File: config.mk
export PLATFORM = sky130hd
export DESIGN_NAME = bt_sync_correlator_flat
export DESIGN_NICKNAME = d
export VERILOG_FILES = /design/src/rtl/bt_sync_correlator_if.sv /design/src/rtl/bt_sync_correlator.sv /design/src/flat_wrapper.sv
export SDC_FILE = /design/constraint.sdc
export NUM_CORES = 1
export LEC_CHECK = 0
export ABC_AREA = 1
export BUFFER_PORTS_ARGS = -buffer_cell sky130_fd_sc_hd__buf_2
export CAP_MARGIN = 15
export CORE_ASPECT_RATIO = 2
export CORE_MARGIN = 2
export CORE_UTILIZATION = 62
export DETAILED_ROUTE_END_ITERATION = 10
export GPL_ROUTABILITY_DRIVEN = 0
export MAX_ROUTING_LAYER = met4
export PLACE_DENSITY = 0.83
export SLEW_MARGIN = 5
export SYNTH_ARGS = -nofsm -noshare
export SYNTH_HDL_FRONTEND = slang
export SYNTH_SLANG_ARGS = --single-unit
File: constraint.sdc
create_clock -name clk_6M -period 13.01 [get_ports clk_6M]
set_input_delay 0 -clock clk_6M [delete_from_list [all_inputs] [get_ports clk_6M]]
set_output_delay 0 -clock clk_6M [all_outputs]
set_load 0.05 [all_outputs]
File: src/rtl/bt_sync_correlator_if.sv
// Bit-stream, control and result signals of the access-code correlator.
// The master side is the demodulator/packet-FSM pair; the correlator is the slave.
interface bt_sync_correlator_if;
  logic        bit_strobe;
  logic        rxbit;
  logic        search_start;
  logic        search_cancel;
  logic        sync_busy;
  logic        sync_found;
  logic        sync_timeout;
  logic [6:0]  found_corr;
  logic [10:0] found_bitcnt;

  modport master (
    output bit_strobe, rxbit, search_start, search_cancel,
    input  sync_busy, sync_found, sync_timeout, found_corr, found_bitcnt
  );

  modport slave (
    input  bit_strobe, rxbit, search_start, search_cancel,
    output sync_busy, sync_found, sync_timeout, found_corr, found_bitcnt
  );
endinterface

File: src/rtl/bt_sync_correlator.sv
// Receive access-code correlator: slides a 64-bit window over the demodulated
// bit stream and flags a sync word hit or a search-window timeout.
module bt_sync_correlator (
  input  logic                       clk_6M,
  input  logic                       rstz,
  input  logic [63:0]                regi_syncword,
  input  logic [5:0]                 regi_correthreshold,
  input  logic [9:0]                 regi_search_win,
  bt_sync_correlator_if.slave        sif
);

  typedef enum logic [1:0] {
    S_IDLE,
    S_FILL,
    S_SEARCH
  } state_e;

  state_e      state_q, state_d;
  logic [63:0] sr_q, sr_d;
  logic [10:0] bitcnt_q, bitcnt_d;
  logic        eval_q, eval_d;
  logic        found_q, found_d;
  logic        timeout_q, timeout_d;
  logic [6:0]  found_corr_q, found_corr_d;
  logic [10:0] found_bitcnt_q, found_bitcnt_d;

  logic [63:0] agree;
  logic [6:0]  corr;
  logic [10:0] bitcnt_inc;
  logic [10:0] win_end;

  assign agree      = ~(sr_q ^ regi_syncword);
  assign bitcnt_inc = (&bitcnt_q) ? bitcnt_q : bitcnt_q + 11'd1;
  assign win_end    = 11'd64 + {1'b0, regi_search_win};

  // NOTE: blocking '=' is right here: the loop accumulates within one evaluation
  // of combinational logic, unlike the registers below which must use '<='.
  always_comb begin
    corr = '0;
    for (int i = 0; i < 64; i++) begin
      corr = corr + {6'd0, agree[i]};
    end
  end

  // eval_q marks the cycle after a strobe that left a full window in sr_q;
  // the decision is registered so the pulse lands one cycle later.
  always_comb begin
    // NOTE: every output of this block gets a default first, so no path can
    // leave a variable unassigned and infer a latch.
    state_d        = state_q;
    sr_d           = sr_q;
    bitcnt_d       = bitcnt_q;
    eval_d         = 1'b0;
    found_d        = 1'b0;
    timeout_d      = 1'b0;
    found_corr_d   = found_corr_q;
    found_bitcnt_d = found_bitcnt_q;

    if (sif.search_cancel) begin
      state_d = S_IDLE;
    end else if (sif.search_start) begin
      state_d        = S_FILL;
      sr_d           = '0;
      bitcnt_d       = '0;
      found_corr_d   = '0;
      found_bitcnt_d = '0;
    end else begin
      case (state_q)
        S_IDLE: ;
        S_FILL, S_SEARCH: begin
          if (eval_q) begin
            if (corr >= {1'b0, regi_correthreshold}) begin
              found_d        = 1'b1;
              found_corr_d   = corr;
              found_bitcnt_d = bitcnt_q;
              state_d        = S_IDLE;
            end else if (bitcnt_q == win_end) begin
              timeout_d = 1'b1;
              state_d   = S_IDLE;
            end
          end
          if (state_d != S_IDLE && sif.bit_strobe) begin
            sr_d     = {sif.rxbit, sr_q[63:1]};
            bitcnt_d = bitcnt_inc;
            if (bitcnt_inc >= 11'd64) begin
              state_d = S_SEARCH;
              eval_d  = 1'b1;
            end
          end
        end
        default: state_d = S_IDLE;
      endcase
    end
  end

  // NOTE: sr_q is a shift register rather than a RAM, so it takes the async
  // reset like any other flop and a fresh arm always starts from a known window.
  always_ff @(posedge clk_6M or negedge rstz) begin
    if (!rstz) begin
      state_q        <= S_IDLE;
      sr_q           <= '0;
      bitcnt_q       <= '0;
      eval_q         <= 1'b0;
      found_q        <= 1'b0;
      timeout_q      <= 1'b0;
      found_corr_q   <= '0;
      found_bitcnt_q <= '0;
    end else begin
      state_q        <= state_d;
      sr_q           <= sr_d;
      bitcnt_q       <= bitcnt_d;
      eval_q         <= eval_d;
      found_q        <= found_d;
      timeout_q      <= timeout_d;
      found_corr_q   <= found_corr_d;
      found_bitcnt_q <= found_bitcnt_d;
    end
  end

  assign sif.sync_busy    = (state_q != S_IDLE);
  assign sif.sync_found   = found_q;
  assign sif.sync_timeout = timeout_q;
  assign sif.found_corr   = found_corr_q;
  assign sif.found_bitcnt = found_bitcnt_q;

endmodule

File: src/flat_wrapper.sv
// flat-port wrapper written by rule: the top's interface ports become plain ports
module bt_sync_correlator_flat 
  (clk_6M, rstz, regi_syncword, regi_correthreshold, regi_search_win, sif_bit_strobe, sif_rxbit, sif_search_start, sif_search_cancel, sif_sync_busy, sif_sync_found, sif_sync_timeout, sif_found_corr, sif_found_bitcnt);
  bt_sync_correlator_if sif_i ();
  input  logic clk_6M;
  input  logic rstz;
  input  logic [63:0] regi_syncword;
  input  logic [5:0] regi_correthreshold;
  input  logic [9:0] regi_search_win;
  input wire logic [$bits(sif_i.bit_strobe)-1:0] sif_bit_strobe;
  input wire logic [$bits(sif_i.rxbit)-1:0] sif_rxbit;
  input wire logic [$bits(sif_i.search_start)-1:0] sif_search_start;
  input wire logic [$bits(sif_i.search_cancel)-1:0] sif_search_cancel;
  output wire logic [$bits(sif_i.sync_busy)-1:0] sif_sync_busy;
  output wire logic [$bits(sif_i.sync_found)-1:0] sif_sync_found;
  output wire logic [$bits(sif_i.sync_timeout)-1:0] sif_sync_timeout;
  output wire logic [$bits(sif_i.found_corr)-1:0] sif_found_corr;
  output wire logic [$bits(sif_i.found_bitcnt)-1:0] sif_found_bitcnt;
  assign sif_i.bit_strobe = sif_bit_strobe;
  assign sif_i.rxbit = sif_rxbit;
  assign sif_i.search_start = sif_search_start;
  assign sif_i.search_cancel = sif_search_cancel;
  assign sif_sync_busy = sif_i.sync_busy;
  assign sif_sync_found = sif_i.sync_found;
  assign sif_sync_timeout = sif_i.sync_timeout;
  assign sif_found_corr = sif_i.found_corr;
  assign sif_found_bitcnt = sif_i.found_bitcnt;
  bt_sync_correlator u_core (.clk_6M(clk_6M), .rstz(rstz), .regi_syncword(regi_syncword), .regi_correthreshold(regi_correthreshold), .regi_search_win(regi_search_win), .sif(sif_i));
endmodule
==> results by group, run 1 <==
Outcome
  – Status: complete, no violations

Yosys
  – Syn. warnings: 0
  – Multiplexer area fraction after synthesis: 0%
  – Area leader, netlist: dfrtp_1
  – Compound-Gate Fraction of Synth Area: 8.43%
  – Synthesized instance count: 789
  – Ys flop type: dfrtp_1
  – Post-synthesis sequential area ratio: 36.0%
  – Top-area cell type share of the netlist area: 36.0%
  – Dominant cells by area after synthesis: dfrtp_1 (36%), fa_1 (16%), nand2_1 (14%)
  – Post-Synth Adder-Cell Area: between 20% and 30%
  – Post-Synth Simple-Gate Area: between 15 and 20%
  – Yosys reg bits: 98
  – Post-synth EDFFs: 0
  – FFs w/ async S/R, synth: 100%
  – Largest family of logic cells by synthesized area: adder cells
  – Synthesized net count: 954
  – Syn Std Cell Area: approximately 6800 sq um
  – Syn avg cell area: 8.63 sq um
  – XOR/XNOR Fraction of Synth Area: 9.00%
  – Synth cell types: 30

Global routing
  – GRT Total Usage: between 20 and 30%
  – Vias in the first global route: 5475
  – Initial antenna violation count: 0
  – Global-route wire length before repair: 26.0 mm
  – Largest net degree at the start of global routing: 117
  – Total global routing overflow: 0

Critical path
  – Cell mode on critical path: fa_1
  – CP max stage delay: between 0.8 and 0.9 ns
  – Critical path required time: around 13 ns
  – Worst path arrival time: 9.07 ns
  – Slowest library cell on the worst path: buf_4
  – Crit Path Max Fanout: 116
  – CP Capture Type: flip-flop
  – Setup CP Type: flip-flop to flip-flop
  – Startpoint Class: flip-flop

Run
  – # Max-Cap Violations: 0

Floorplan
  – Die extent in x: 78.1 um
  – Core Region: 10800 sq um
  – Die height: 152 um
  – IO Pins: 107
  – Std cell rows: 54
  – Full die area: 11900 sq um
  – Initial Util: 63.0%

Clock tree
  – Post_cts resized: 0
  – Total CTS buffers: 9
  – Setup repair bufs after CTS: 0
  – Clk buf depth: 2
  – Clk_lat worst skew: roughly 0.35 ns
  – Clk sink count: about 100
  – CTS tree: done
  – Root Driver: clkbuf_16
  – H-Tree Depth: 3
  – CTS clk-pin slew, worst paths: 0.07 ns

Timing
  – Slew Limit Headroom: 28.5%
  – Hold Vio Cnt, Final: 0
  – Fin Setup TNS: 0 ns
  – Tightest Pin Transition: 1.07 ns
  – Setup violators final: 0
  – Period utilization: 68.3%
  – Slew Limit Fails: 0
  – RSZ-0062 raised after global routing: no
  – Max Clk Rate: 0.113 GHz
  – Minimum clock period: around 8.9 ns
  – Clk_skew: around 0.013 ns

Routing
  – Antenna-violating nets left: 0
  – First-pass DRT Iterations: 6
  – Initial DRC Count: between 300 and 400
  – Routed len/inst: 15.3 um
  – DR DRC count: 0
  – Post-Route WL: 15.8 mm
  – Via/cell ratio: 5.27
  – Vias: 5422

Finish
  – Share of layout cells above drive strength 1: roughly 15%
  – Antenna diode count: 0
  – Fillers: 867
  – Commonest non-fill, non-tap cell in the layout: nand2_1
  – Nets: 1048
  – Multi-input gate area: 3790 sq um
  – Area Growth Syn to Fin: 12.9%
  – Most frequent cells in the layout: nand2_1 (256), buf_2 (105), dfrtp_1 (98)
  – Seq. cell area: 2450 sq um

Hold path
  – Hold Path Class: input pin to flip-flop

Placed design
  – Port Buf Inserts: around 110
  – Hpwl dp: 12.1 mm
-- flip-flops by register name, indices dropped and copies added, names as in the netlist --
name                     count
u_core.eval_q                1
u_core.sif.found_bitcnt     11
u_core.sif.sync_timeout      1
u_core.sif.sync_found        1
u_core.sr_q                 64
u_core.sif.found_corr        7
u_core.bitcnt_q             11
u_core.state_q               2
-- final timing paths --
path,start,endpoint,slack (ns),depth (start not counted)
max reg2reg,u_core.sr_q[1],u_core.sr_q[58],4.12,32
max in group asynchronous,rstz,u_core.sr_q[21],11.71,3
min,sif_search_start,u_core.sif.found_corr[3],0.12,2
max,u_core.sr_q[1],u_core.sr_q[58],4.12,32
min reg2reg,u_core.sif.found_bitcnt[0],u_core.sif.found_bitcnt[0],0.48,2
min in group asynchronous,rstz,u_core.sif.found_bitcnt[10],0.16,2
-- through the flow --
stage	hold slack, ns	util [%]	instance area [sq um]	cells	setup WS [ns]
6_report	0.123	71.1	7680	1028	4.12
4_1_cts	0.125	71.1	7680	1028	4.19
3_5_place_dp	0.0241	68.0	7350	1008	4.22
2_1_floorplan	-0.296	-	6810	789	5.36
3_3_place_gp	0.0190	68.0	7350	1008	4.40
5_1_grt	0.137	71.1	7680	1028	3.44
-- layout make-up --
type	instances	area share, %
Timing Repair Buffer	113	7.75
Sequential cell	98	31.9
Inverter	100	4.88
Multi-Input combinational cell	561	49.3
Clock buffer	10	2.98
Tap cell	140	2.28
Clock inverter	6	0.847
-- Yosys cell counts (2+ instances only) --
cell / n
inv_2: 7
dfrtp_1: 98
nand3_1: 18
xnor2_1: 28
nand2_1: 256
a21oi_1: 6
o21ai_1: 61
ha_1: 25
clkbuf_1: 16
inv_1: 93
nor3_1: 4
xor2_1: 42
o31ai_1: 14
fa_1: 54
nand4_1: 3
buf_4: 3
o21ai_0: 21
buf_6: 9
nor2_1: 19
buf_2: 2
-- worst max-delay path: cells and delay by family, from the launching register on --
kind	cells	cell delay [ns]
buffers and inverters	5	1.09
AO/OA/AOI/OAI	3	0.53
adder cells (fa/ha/maj)	12	5.39
XOR/XNOR	2	0.27
flip-flops	1	0.40
AND/OR/NAND/NOR	10	0.94
-- per-layer routing --
layer | track usage, % | up-vias | wire length [um]
met1 | 31.9 | 2567 | 5430
met5 | - | - | 0
li1 | - | 2635 | -
met3 | 3.14 | 51 | 519
met2 | 51.4 | 169 | 8900
met4 | 17.1 | 0 | 920
-- what timing repair did --
action,4_1_cts,5_1_grt
hold buffers,4,0
setup endpoints to repair,0,0
endpoints found under the hold margin,45,0
-- cells by family (layout without fill, tap and decap cells) --
logic type      after synthesis  count (layout)
simple gates                306             306
buf+inv                     130             229
compound gates              106             106
flops                        98              98
fa+ha+maj                    79              79
xor+xnor                     70              70
Power of run 1 is not shown: default switching activity piles up to over one toggle a cycle in this logic, so the estimate is an artifact.
==> inputs of run 2 (changes only) <==
--- a/config.mk
+++ b/config.mk
@@ -10,11 +10,11 @@
 export CAP_MARGIN = 15
 export CORE_ASPECT_RATIO = 2
 export CORE_MARGIN = 2
-export CORE_UTILIZATION = 62
+export CORE_UTILIZATION = 52
 export DETAILED_ROUTE_END_ITERATION = 10
 export GPL_ROUTABILITY_DRIVEN = 0
 export MAX_ROUTING_LAYER = met4
-export PLACE_DENSITY = 0.83
+export PLACE_DENSITY = 0.74
 export SLEW_MARGIN = 5
 export SYNTH_ARGS = -nofsm -noshare
 export SYNTH_HDL_FRONTEND = slang
==> constraint.sdc (replaced) <==
create_clock -name clk_6M -period 7.47 [get_ports clk_6M]
set_input_delay 0 -clock clk_6M [delete_from_list [all_inputs] [get_ports clk_6M]]
set_output_delay 0 -clock clk_6M [all_outputs]
set_load 0.05 [all_outputs]
==> results by group, run 2 (synthesis gave the netlist of run 1 again) <==
Finish
  – Commonest non-fill, non-tap cell in the layout: nand2_1
  – Nets: 1109
  – Most frequent cells in the layout: nand2_1 (218), buf_2 (105), dfrtp_1 (98)
  – Area Growth Syn to Fin: 29.6%
  – Max reg flops: 64
  – Biggest register: u_core.sr_q
  – Antenna diode count: 0
  – Post-route design area: 8830 sq um
  – Share of layout cells above drive strength 1: 30.1%
  – Non-Filler Instances: 1101

Routing
  – Post-Route WL: 20.2 mm
  – Routed len/inst: 18.3 um
  – Initial DRC Count: 367
  – DR DRC count: 0
  – Via/cell ratio: 5.40
  – Antenna-violating nets left: 0
  – Vias: 5950
  – First-pass DRT Iterations: 5

Clock tree
  – Clk_lat worst skew: 0.36 ns
  – CTS tree: done
  – Root Driver: clkbuf_16
  – Total CTS buffers: 9
  – CTS clk-pin slew, worst paths: 0.08 ns
  – H-Tree Depth: 3
  – Clk buf depth: 2
  – Clk sink count: 98

Placed design
  – Placed insts: between 1000 and 1500
  – DP Area: 7670 sq um
  – Port Buf Inserts: 106
  – Post-Place Setup Slack: -0.319 ns
  – Hpwl dp: between 10 and 15 mm

Timing
  – Tightest Pin Transition: about 0.84 ns
  – Slew Limit Headroom: 44.3%
  – Clk_skew: 0.0126 ns
  – Hold Vio Cnt, Final: 0
  – Period utilization: 106%
  – Setup violators final: 95
  – Worst hold slack: 0.117 ns
  – Post-route setup slack: -0.446 ns
  – Minimum clock period: 7.92 ns
  – Slew Limit Fails: 0
  – RSZ-0062 raised after global routing: yes
  – Max Clk Rate: 0.126 GHz

Global routing
  – Vias in the first global route: between 5000 and 6000
  – Global-route wire length before repair: between 20 and 30 mm
  – Largest net degree at the start of global routing: between 70 and 80
  – GRT Total Usage: 26.9%
  – Total global routing overflow: 0
  – Initial antenna violation count: 0

Critical path
  – Critical path required time: 7.71 ns
  – Setup CP Type: flip-flop to flip-flop
  – Cell family with most CP delay: adder cells
  – Worst path arrival time: a little over 8 ns
  – Reg-to-reg startpoint: u_core.sr_q[0]
  – Startpoint Class: flip-flop
  – Slowest library cell on the worst path: fa_1
  – Critical path buffers and inverters: 6
  – Crit Path Max Fanout: 8
  – CP max stage delay: 0.57 ns
  – Reg2Reg Depth: 34
  – CP Capture Type: flip-flop
  – R2r setup slk: -0.45 ns
  – Cell mode on critical path: fa_1
  – Worst reg2reg endpoint: u_core.sr_q[14]

Hold path
  – WHS Path Cells: 2
  – Hold Path End: u_core.sif.found_bitcnt[0]
  – Critical hold path startpoint: sif_search_start
  – Hold Path Class: input pin to flip-flop

Floorplan
  – Initial Util: 52.7%
  – Core Region: around 13000 sq um
  – Die extent in x: between 80 and 90 um
  – Full die area: 14100 sq um
  – Std cell rows: 59
  – Die height: approximately 170 um
  – IO Pins: approximately 110

Outcome
  – Status: finished with violations
  – Failing checks: negative setup slack

Run
  – # Max-Cap Violations: 0
==> run 2: worst reg2reg max path: cells and delay by family (launching register included) <==
family	cells	cell delay [ns]
AOI/OAI and AO/OA	3	0.33
xor gates and xnor gates	2	0.31
adders and majority gates	12	5.23
buffers and inverters	6	0.59
DFF	1	0.42
and+or+nand+nor	11	0.92
==> run 2: layout make-up <==
class | count | area [sq um]
Inverter | 100 | 375
Timing Repair Buffer | 174 | 1340
Tap cell | 152 | 190
Fill cell | 970 | 4090
Clock buffer | 9 | 225
Sequential cell | 98 | 2450
Multi-Input combinational cell | 561 | 4180
Clock inverter | 7 | 71.3
==> run 2: repair_timing <==
| action | 4_1_cts | 5_1_grt |
|---|---|---|
| endpoints found under the hold margin | 47 | 0 |
| gates cloned | 3 | 10 |
| pin swaps | 15 | 26 |
| setup buffers | 8 | 8 |
| hold buffers | 4 | 0 |
| endpoints found under the setup margin | 95 | 96 |
| resized for setup | 42 | 89 |
==> run 2: worst max-delay path by stage <==
| stage | slack (ns) | from | end | cells after the start |
|---|---|---|---|---|
| final | -0.45 | u_core.sr_q[0] | u_core.sr_q[14] | 34 |
| after global placement | -0.16 | u_core.sr_q[1] | u_core.sr_q[54] | 33 |
| after global routing | -0.63 | u_core.sr_q[0] | u_core.sr_q[14] | 34 |
| after CTS | -0.21 | u_core.sr_q[0] | u_core.sr_q[62] | 34 |
| after detailed placement | -0.32 | u_core.sr_q[0] | u_core.sr_q[55] | 33 |
| after floorplan | 0.01 | u_core.sr_q[1] | u_core.sr_q[54] | 34 |
==> run 2: through the flow <==
| stage | setup TNS, ns | util, % |
|---|---|---|
| floorplan | 0 | - |
| global placement | -9.90 | 59.3 |
| detailed placement | -21.58 | 59.3 |
| CTS | -14.62 | 63.9 |
| global route | -51.14 | 68.3 |
| finish | -30.51 | 68.3 |
==> run 2: metal layers <==
layer,vias to the layer above,routed length [um],share of wire [%],GRT usage (%)
li1,2752,-,-,-
met4,0,1470,7.3,14.2
met5,-,0,0,-
met2,225,11500,57,49.4
met1,2888,6480,32,26.8
met3,85,745,3.7,3.58
Power of run 2 is left out for the same reason.
